--- src/rtl/yasac_mem_arbiter.sv ---
// yasac_mem_arbiter: round-robin arbiter with a bounded lock that gives three requesters
// one fixed 4-cycle access each to a single-port synchronous data memory.
module yasac_mem_arbiter #(
   parameter int AW = 8,
   parameter int DW = 8,
   parameter int MAX_HOLD = 4
) (
   input  logic          CLK,
   input  logic          RESET,
   input  logic [2:0]    REQ,
   input  logic [2:0]    LOCK,
   input  logic [2:0]    WE,
   input  logic [AW-1:0] ADDR0,
   input  logic [AW-1:0] ADDR1,
   input  logic [AW-1:0] ADDR2,
   input  logic [DW-1:0] WDATA0,
   input  logic [DW-1:0] WDATA1,
   input  logic [DW-1:0] WDATA2,
   output logic [2:0]    GNT,
   output logic [2:0]    ACK,
   output logic [DW-1:0] RDATA,
   output logic          BUSY,
   output logic          MEM_EN,
   output logic          MEM_WE,
   output logic [AW-1:0] MEM_ADDR,
   output logic [DW-1:0] MEM_WDATA,
   input  logic [DW-1:0] MEM_RDATA
);
   typedef enum logic [1:0] {IDLE, ACCESS, CAPTURE, RESP} state_t;
   state_t        state_q, state_d;
   logic [1:0]    w_q, w_d, last_q, last_d, nxt1, nxt2, rr_w;
   logic [3:0]    hcnt_q, hcnt_d;
   logic          lock_q, lock_d, lock_hit, acc;
   logic [DW-1:0] rdata_q, rdata_d;

   always_ff @(posedge CLK or negedge RESET) begin
      if (!RESET) begin
         state_q <= IDLE;
         w_q     <= 2'd0;
         last_q  <= 2'd2;
         hcnt_q  <= 4'd0;
         lock_q  <= 1'b0;
         rdata_q <= '0;
      end else begin
         state_q <= state_d;
         w_q     <= w_d;
         last_q  <= last_d;
         hcnt_q  <= hcnt_d;
         lock_q  <= lock_d;
         rdata_q <= rdata_d;
      end
   end

   // lock_q remembers whether the last winner (still in w_q) asked to keep the grant
   always_comb begin
      nxt1     = (last_q == 2'd2) ? 2'd0 : last_q + 2'd1;
      nxt2     = (nxt1 == 2'd2) ? 2'd0 : nxt1 + 2'd1;
      rr_w     = REQ[nxt1] ? nxt1 : REQ[nxt2] ? nxt2 : last_q;
      lock_hit = lock_q && REQ[w_q] && (hcnt_q < 4'(MAX_HOLD));
      state_d  = state_q;
      w_d      = w_q;
      last_d   = last_q;
      hcnt_d   = hcnt_q;
      lock_d   = lock_q;
      rdata_d  = rdata_q;
      case (state_q)
         IDLE: if (REQ != 3'b000) begin
            state_d = ACCESS;
            w_d     = lock_hit ? w_q : rr_w;
            last_d  = lock_hit ? last_q : rr_w;
            hcnt_d  = lock_hit ? hcnt_q + 4'd1 : 4'd0;
         end
         ACCESS: state_d = CAPTURE;
         CAPTURE: begin
            state_d = RESP;
            rdata_d = WE[w_q] ? rdata_q : MEM_RDATA;
         end
         default: begin
            state_d = IDLE;
            lock_d  = LOCK[w_q];
         end
      endcase
   end

   always_comb begin
      acc       = (state_q == ACCESS);
      BUSY      = (state_q != IDLE);
      GNT       = BUSY ? 3'b001 << w_q : 3'b000;
      ACK       = (state_q == RESP) ? 3'b001 << w_q : 3'b000;
      RDATA     = rdata_q;
      MEM_EN    = acc;
      MEM_WE    = acc & WE[w_q];
      MEM_ADDR  = !acc ? '0 : (w_q == 2'd0) ? ADDR0 : (w_q == 2'd1) ? ADDR1 : ADDR2;
      MEM_WDATA = !acc ? '0 : (w_q == 2'd0) ? WDATA0 : (w_q == 2'd1) ? WDATA1 : WDATA2;
   end
endmodule
--- config.mk ---
export PLATFORM = sky130hd
export DESIGN_NAME = yasac_mem_arbiter
export DESIGN_NICKNAME = d
export VERILOG_FILES = /design/src/rtl/yasac_mem_arbiter.sv
export SDC_FILE = /design/constraint.sdc
export NUM_CORES = 1
export LEC_CHECK = 0
export BUFFER_PORTS_ARGS = -buffer_cell sky130_fd_sc_hd__buf_2
export CORE_ASPECT_RATIO = 0.9
export CORE_MARGIN = 2
export CORE_UTILIZATION = 41
export DETAILED_ROUTE_END_ITERATION = 8
export GPL_TIMING_DRIVEN = 0
export PLACE_DENSITY = 0.8
export SLEW_MARGIN = 10
export SYNTH_ARGS = -nofsm -noshare
export SYNTH_HDL_FRONTEND = slang
export SYNTH_SLANG_ARGS = --single-unit
--- constraint.sdc ---
create_clock -name CLK -period 1.99 [get_ports CLK]
set_input_delay 0.199 -clock CLK [delete_from_list [all_inputs] [get_ports CLK]]
set_output_delay 0.199 -clock CLK [all_outputs]
set_load 0.005 [all_outputs]
-- Word level (Yosys, flattened, before mapping)
Index checks and enable logic that the tools add are counted.
- logic and storage cells: 59
- register bits: 19
- bits of input ports: 67
- reduce and logical (&&, ||, !) cells: 10
- shift-type cells: 1
- equal/unequal tests: 7
- $add $sub $neg: 3
- multiplexer cells: 25
- bitwise gates (word level): 3
- order comparisons: 4
- operators by type and width (kind ; number):
    $mux 8 ; 6
    $bmux 1 s2 ; 5
    $mux 2 ; 5
    $lt 2x3->1 const B ; 3
    $eq 2x2->1 const B ; 4
    $mux 3 ; 2
    $pmux 2 s3 ; 1
    $mux 1 ; 5
    $add 2x1->2 const B ; 2
    $add 4x1->4 const B ; 1
    $eq 2x1->1 const B ; 2
    $logic_not 2->1 ; 2
    $lt 4x3->1 const B ; 1
    $mux 4 ; 1
    $reduce_and 2->1 ; 2
    $reduce_and 3->1 ; 1
    $reduce_bool 3->1 ; 1
    $reduce_or 3->1 ; 1
    $shl 1x2->3 const A ; 1
    $logic_and 1x1->1 ; 2
    $ne 2x2->1 const B ; 1
    $not 1->1 ; 2
    $reduce_bool 2->1 ; 1
    $and 1x1->1 ; 1

-- Depth between registers and ports, before layout
- depth in word-level cells: 8
- gate-level depth with buffers: 7
- depth with buffers taken out: 5

-- Worst setup path after synthesis
Ideal clock, no wire load.
- path type: register to register
- start: register last_q[1]
- end: register w_q[1]
- clock period less this slack: 1.503 ns
- setup time: 0.119 ns
- arrival time: 1.385 ns
- slack: 0.487 ns
- data required time: 1.871 ns
- stages on the path, launching flop included: 6
- buffers on the path: 1
- path through: dfstp_2 -> clkbuf_1 -> mux2i_1 -> o21ai_0 -> or3_1 -> o21a_1
- cells in the longest elaborated chain, start to end: 8
- elaborated cells on any way between the ends: 12
- those cells by class: add/sub: 2; eq/ne: 2; mux: 8
- ends and longest elaborated chain (element ; RTL line ; RTL):
    start: declaration ; 31 ; logic [1:0] w_q, w_d, last_q, last_d, nxt1, nxt2, rr_w;
    start signal: assignment ; 47 ; last_q <= last_d;
    $add 2x1->2 or $eq 2x2->1 (tied branches) ; 56 ; nxt1 = (last_q == 2'd2) ? 2'd0 : last_q + 2'd1;
    $mux 2 ; 56 ;
    $add 2x1->2 or $eq 2x2->1 (tied branches) ; 57 ; nxt2 = (nxt1 == 2'd2) ? 2'd0 : nxt1 + 2'd1;
    $mux 2 ; 57 ;
    $bmux 1 s2 ; 58 ; rr_w = REQ[nxt1] ? nxt1 : REQ[nxt2] ? nxt2 : last_q;
    $mux 1 (not written as such) ; 58 ;
    $mux 2 ; 58 ;
    $mux 2 * ; 58 ;
    end signal: assignment ; 46 ; w_q <= w_d;
    end: declaration ; 31 ;
Mark *: on every way between the ends. The rest lies on a longest branch, timed or not. The select of a mux whose other input is x is not followed.
A chain may end at the register's enable or synchronous reset.

-- Worst setup path in the final report
- start: register state_q[1]
- end: output port MEM_WDATA[5]
- cells in the longest elaborated chain, start to end: 2
- ends and longest elaborated chain (element ; RTL line ; RTL):
    start: declaration ; 30 ; state_t state_q, state_d;
    start signal: assignment ; 45 ; state_q <= state_d;
    $eq 2x1->1 ; 86 ; acc = (state_q == ACCESS);
    $mux 8 ; 94 ; MEM_WDATA = !acc ? '0 : (w_q == 2'd0) ? WDATA0 : (w_q == 2'd1) ? WDATA1 : WDATA2;
    end: declaration ; 26 ; output logic [DW-1:0] MEM_WDATA,
Every way passes these cells.

==> key figures <==
Status
  • Result of the run: complete, no violations

STA
  • Setup repair after global routing missed its margin: no
  • Post-Route Setup TNS: 0 ns
  • Slew HR: around 74%
  • Max-slew violation count: 0
  • Min Clock Period, post-route: 1.87 ns
  • Actual transition at the worst max-transition pin: 0.390 ns
  • Share of the cycle needed by the critical path after routing: 94.2%
  • Maximum clock rate: about 530 MHz
  • Setup-failing EPs final: 0
  • Post-route clock skew: roughly 0.0017 ns
  • Final Hold Fails: 0

Synth
  • Unique cell type count in the Yosys netlist: 31
  • Synthesized netlist net count: around 240
  • Post-synth top area share: between 20% and 30%
  • Top_reg_cell synth: dfrtp_1
  • Yosys warnings: 0
  • Post-Syn Area: approximately 1400 sq um
  • Synth Register Bits: 18
  • Number of enable flip-flop cells after synthesis: 0
  • Average cell area after synthesis: around 8.5 sq um
  • Cell taking the most area after synthesis: dfrtp_1
  • Post-synthesis sequential area ratio: approximately 31%
  • Commonest cells in the netlist: o21ai_0 (26), nand2_1 (25), and2_1 (20), mux2i_1 (20), dfrtp_1 (17)
  • Post-synthesis instance total: 169
  • Most frequent cell after synthesis: o21ai_0
  • Most area-consuming cells after synthesis: dfrtp_1 (29%), mux2i_1 (14%), o21ai_0 (9.0%)
  • Async S/R FF share, synth: 100%

Drt
  • Remaining design rule violation count: 0
  • Total wire length: ~4.1 mm
  • Post-route ant nets: 0
  • Routed WL per cell: 12.9 um
  • Initial DRT Pass Iterations: 4
  • Vias per Instance: a little under 5
  • Total via count after detailed routing: 1546
  • DR iter-0 viols: 77

Critical path
  • Crit Path Category: flop to primary output
  • Cell with the largest stage delay on the worst path: dfrtp_1
  • Required time at the endpoint of the critical path: between 1.5 and 2 ns
  • Reg2Reg Setup Slack: 0.24 ns
  • Max Fanout on Critical Path: 10
  • Category of cells accounting for the largest share of critical-path delay: buffers and inverters
  • Critical path capture point type: primary output
  • Arrival time reported for the critical path endpoint: 1.67 ns
  • Cell Chain, Critical Path: inv_1 > ha_1 > clkbuf_2 > and2_1 > buf_2
  • Element type at the critical path start: flop
  • Number of buffer and inverter instances along the worst setup path: 3
  • Delay of the slowest critical-path stage: between 0.4 and 0.5 ns

Clocking
  • Clock sink count: 18
  • Later-pin clock latency in the skew report: 0.25 ns
  • Cell at the root of the clock tree: clkbuf_8
  • TritonCTS Buffers: 3
  • Clock tree from TritonCTS: done
  • Clock Path Buffers: 2
  • Clock-pin slew reported for the worst setup and hold paths after clock tree synthesis: roughly 0.070 ns
  • H-tree level count: 1

Floorplanning
  • Starting density of the core: between 40% and 50%
  • Die height: ~60 um
  • DIE AREA: about 4000 sq um
  • Top-level port count: 100
  • Site Rows: 20
  • Die X-Extent: between 60 and 70 um
  • Floorplan Core Area: around 3400 sq um

Pwr
  • Leakage Power: 1.10 nW
  • Maximum ir drop on the vdd rail: around 0.74 mV
  • Power Total: 2.49 mW
  • Power per unit of standard cell area: 1210 nW/um^2

Placed design
  • Placed wire-length estimate: roughly 3.3 mm
  • Routability cong.: roughly 0.79
  • Number of port buffers: 99

Worst hold path
  • Hold Path Class: input port to flop

Cells and area
  • P&R area growth vs syn: 42.3%
  • Total Nets Final: about 350
  • Share of cells above drive strength 1: between 40% and 50%
  • Antenna diode instance count: 0

GRT
  • Pin count of the biggest net entering global routing: 20
  • Sum of overflow across all layers after global routing: 0
  • Wire length of the first global-routing pass: 6.07 mm
  • Via count of the first global-routing pass: between 1000 and 1500
  • Initial antenna violation count: 0
  • Overall fraction of global-route tracks in use: between 15 and 20%

Run
  • Count of max-cap constraint violations: 0
power by group:
| group | leakage (nW) | total [mW] | internal (mW) | switching (mW) |
|---|---|---|---|---|
| clock | 0.0288 | 0.296 | 0.176 | 0.120 |
| sequential | 0.219 | 0.622 | 0.533 | 0.0886 |
| combinational | 0.854 | 1.57 | 0.761 | 0.809 |
area by class of cell:
cell class                      instances  area (sq um)
Tap cell                               44          55.1
Multi-Input combinational cell        134           897
Fill cell                             308          1330
Inverter                                5          18.8
Buffer                                 10          70.1
Timing Repair Buffer                  100           505
Clock buffer                            4          55.1
Sequential cell                        18           452
kinds of logic (layout without fill, tap and decap cells):
kind of cell | after synthesis | after routing | share of synthesized area (%)
simple gates | 64 | 64 | 22.7
fa+ha+maj | 6 | 6 | 5.20
mux | 28 | 28 | 20.1
buf+inv | 17 | 119 | 6.50
flops | 18 | 18 | 31.3
compound gates | 36 | 36 | 14.1
path summary, 6_finish.rpt:
kind	start	end	cells past startpoint
max	state_q[1]$_DFFE_PN0P_	MEM_WDATA[5]	5
min	MEM_RDATA[5]	RDATA[5]$_DFFE_PN0P_	2
max reg2reg	w_q[1]$_DFFE_PN0P_	RDATA[4]$_DFFE_PN0P_	7
min reg2reg	hcnt_q[3]$_DFFE_PN0P_	hcnt_q[3]$_DFFE_PN0P_	1
max in group asynchronous	RESET	last_q[1]$_DFFE_PN1P_	2
min in group asynchronous	RESET	RDATA[3]$_DFFE_PN0P_	2
state kept, by name, summed over array words and instances (netlist names):
register	cells
RDATA	8
last_q	1
state_q	2
w_q	2
hcnt_q	4
lock_q	1
routing by layer:
layer	up-vias	GRT usage [%]	routed length (um)
li1	781	-	-
met2	60	32.9	2040
met4	0	7.00	36
met1	701	26.8	1740
met3	4	2.07	256
met5	-	0	0
per-stage QoR:
stage                     utilization, %  cells  worst slack (ns)  area, sq um  hold WS, ns
after global placement              59.0    312             0.311         1990        0.143
after global routing                60.8    315            0.0283         2050        0.171
final                               60.8    315             0.116         2050        0.177
after CTS                           60.8    316            0.0168         2050        0.174
after detailed placement            59.0    312             0.281         1990        0.146
after floorplan                        -    169             0.487         1440      -0.0966
layout by cell type, fill, tap and decap left out, types with 2 or more instances in the layout:
master	count
mux2i_1	20
nand2_2	2
ha_1	6
inv_1	5
o21a_1	2
a21oi_1	2
clkbuf_1	2
buf_6	2
o21ai_0	26
nand2_1	25
or3_1	2
o31ai_1	2
clkbuf_8	4
and2_1	20
mux2_2	8
dfrtp_1	17
nor2_1	6
buf_4	3
buf_2	100
nor3b_1	2
what timing repair did:
item,4_1_cts,5_1_grt
setup endpoints to repair,1,11
endpoints found under the hold margin,17,0
setup buffers,0,0
gates resized for setup,0,3
hold buffers,1,0
Power figures use the tool's default switching activity.
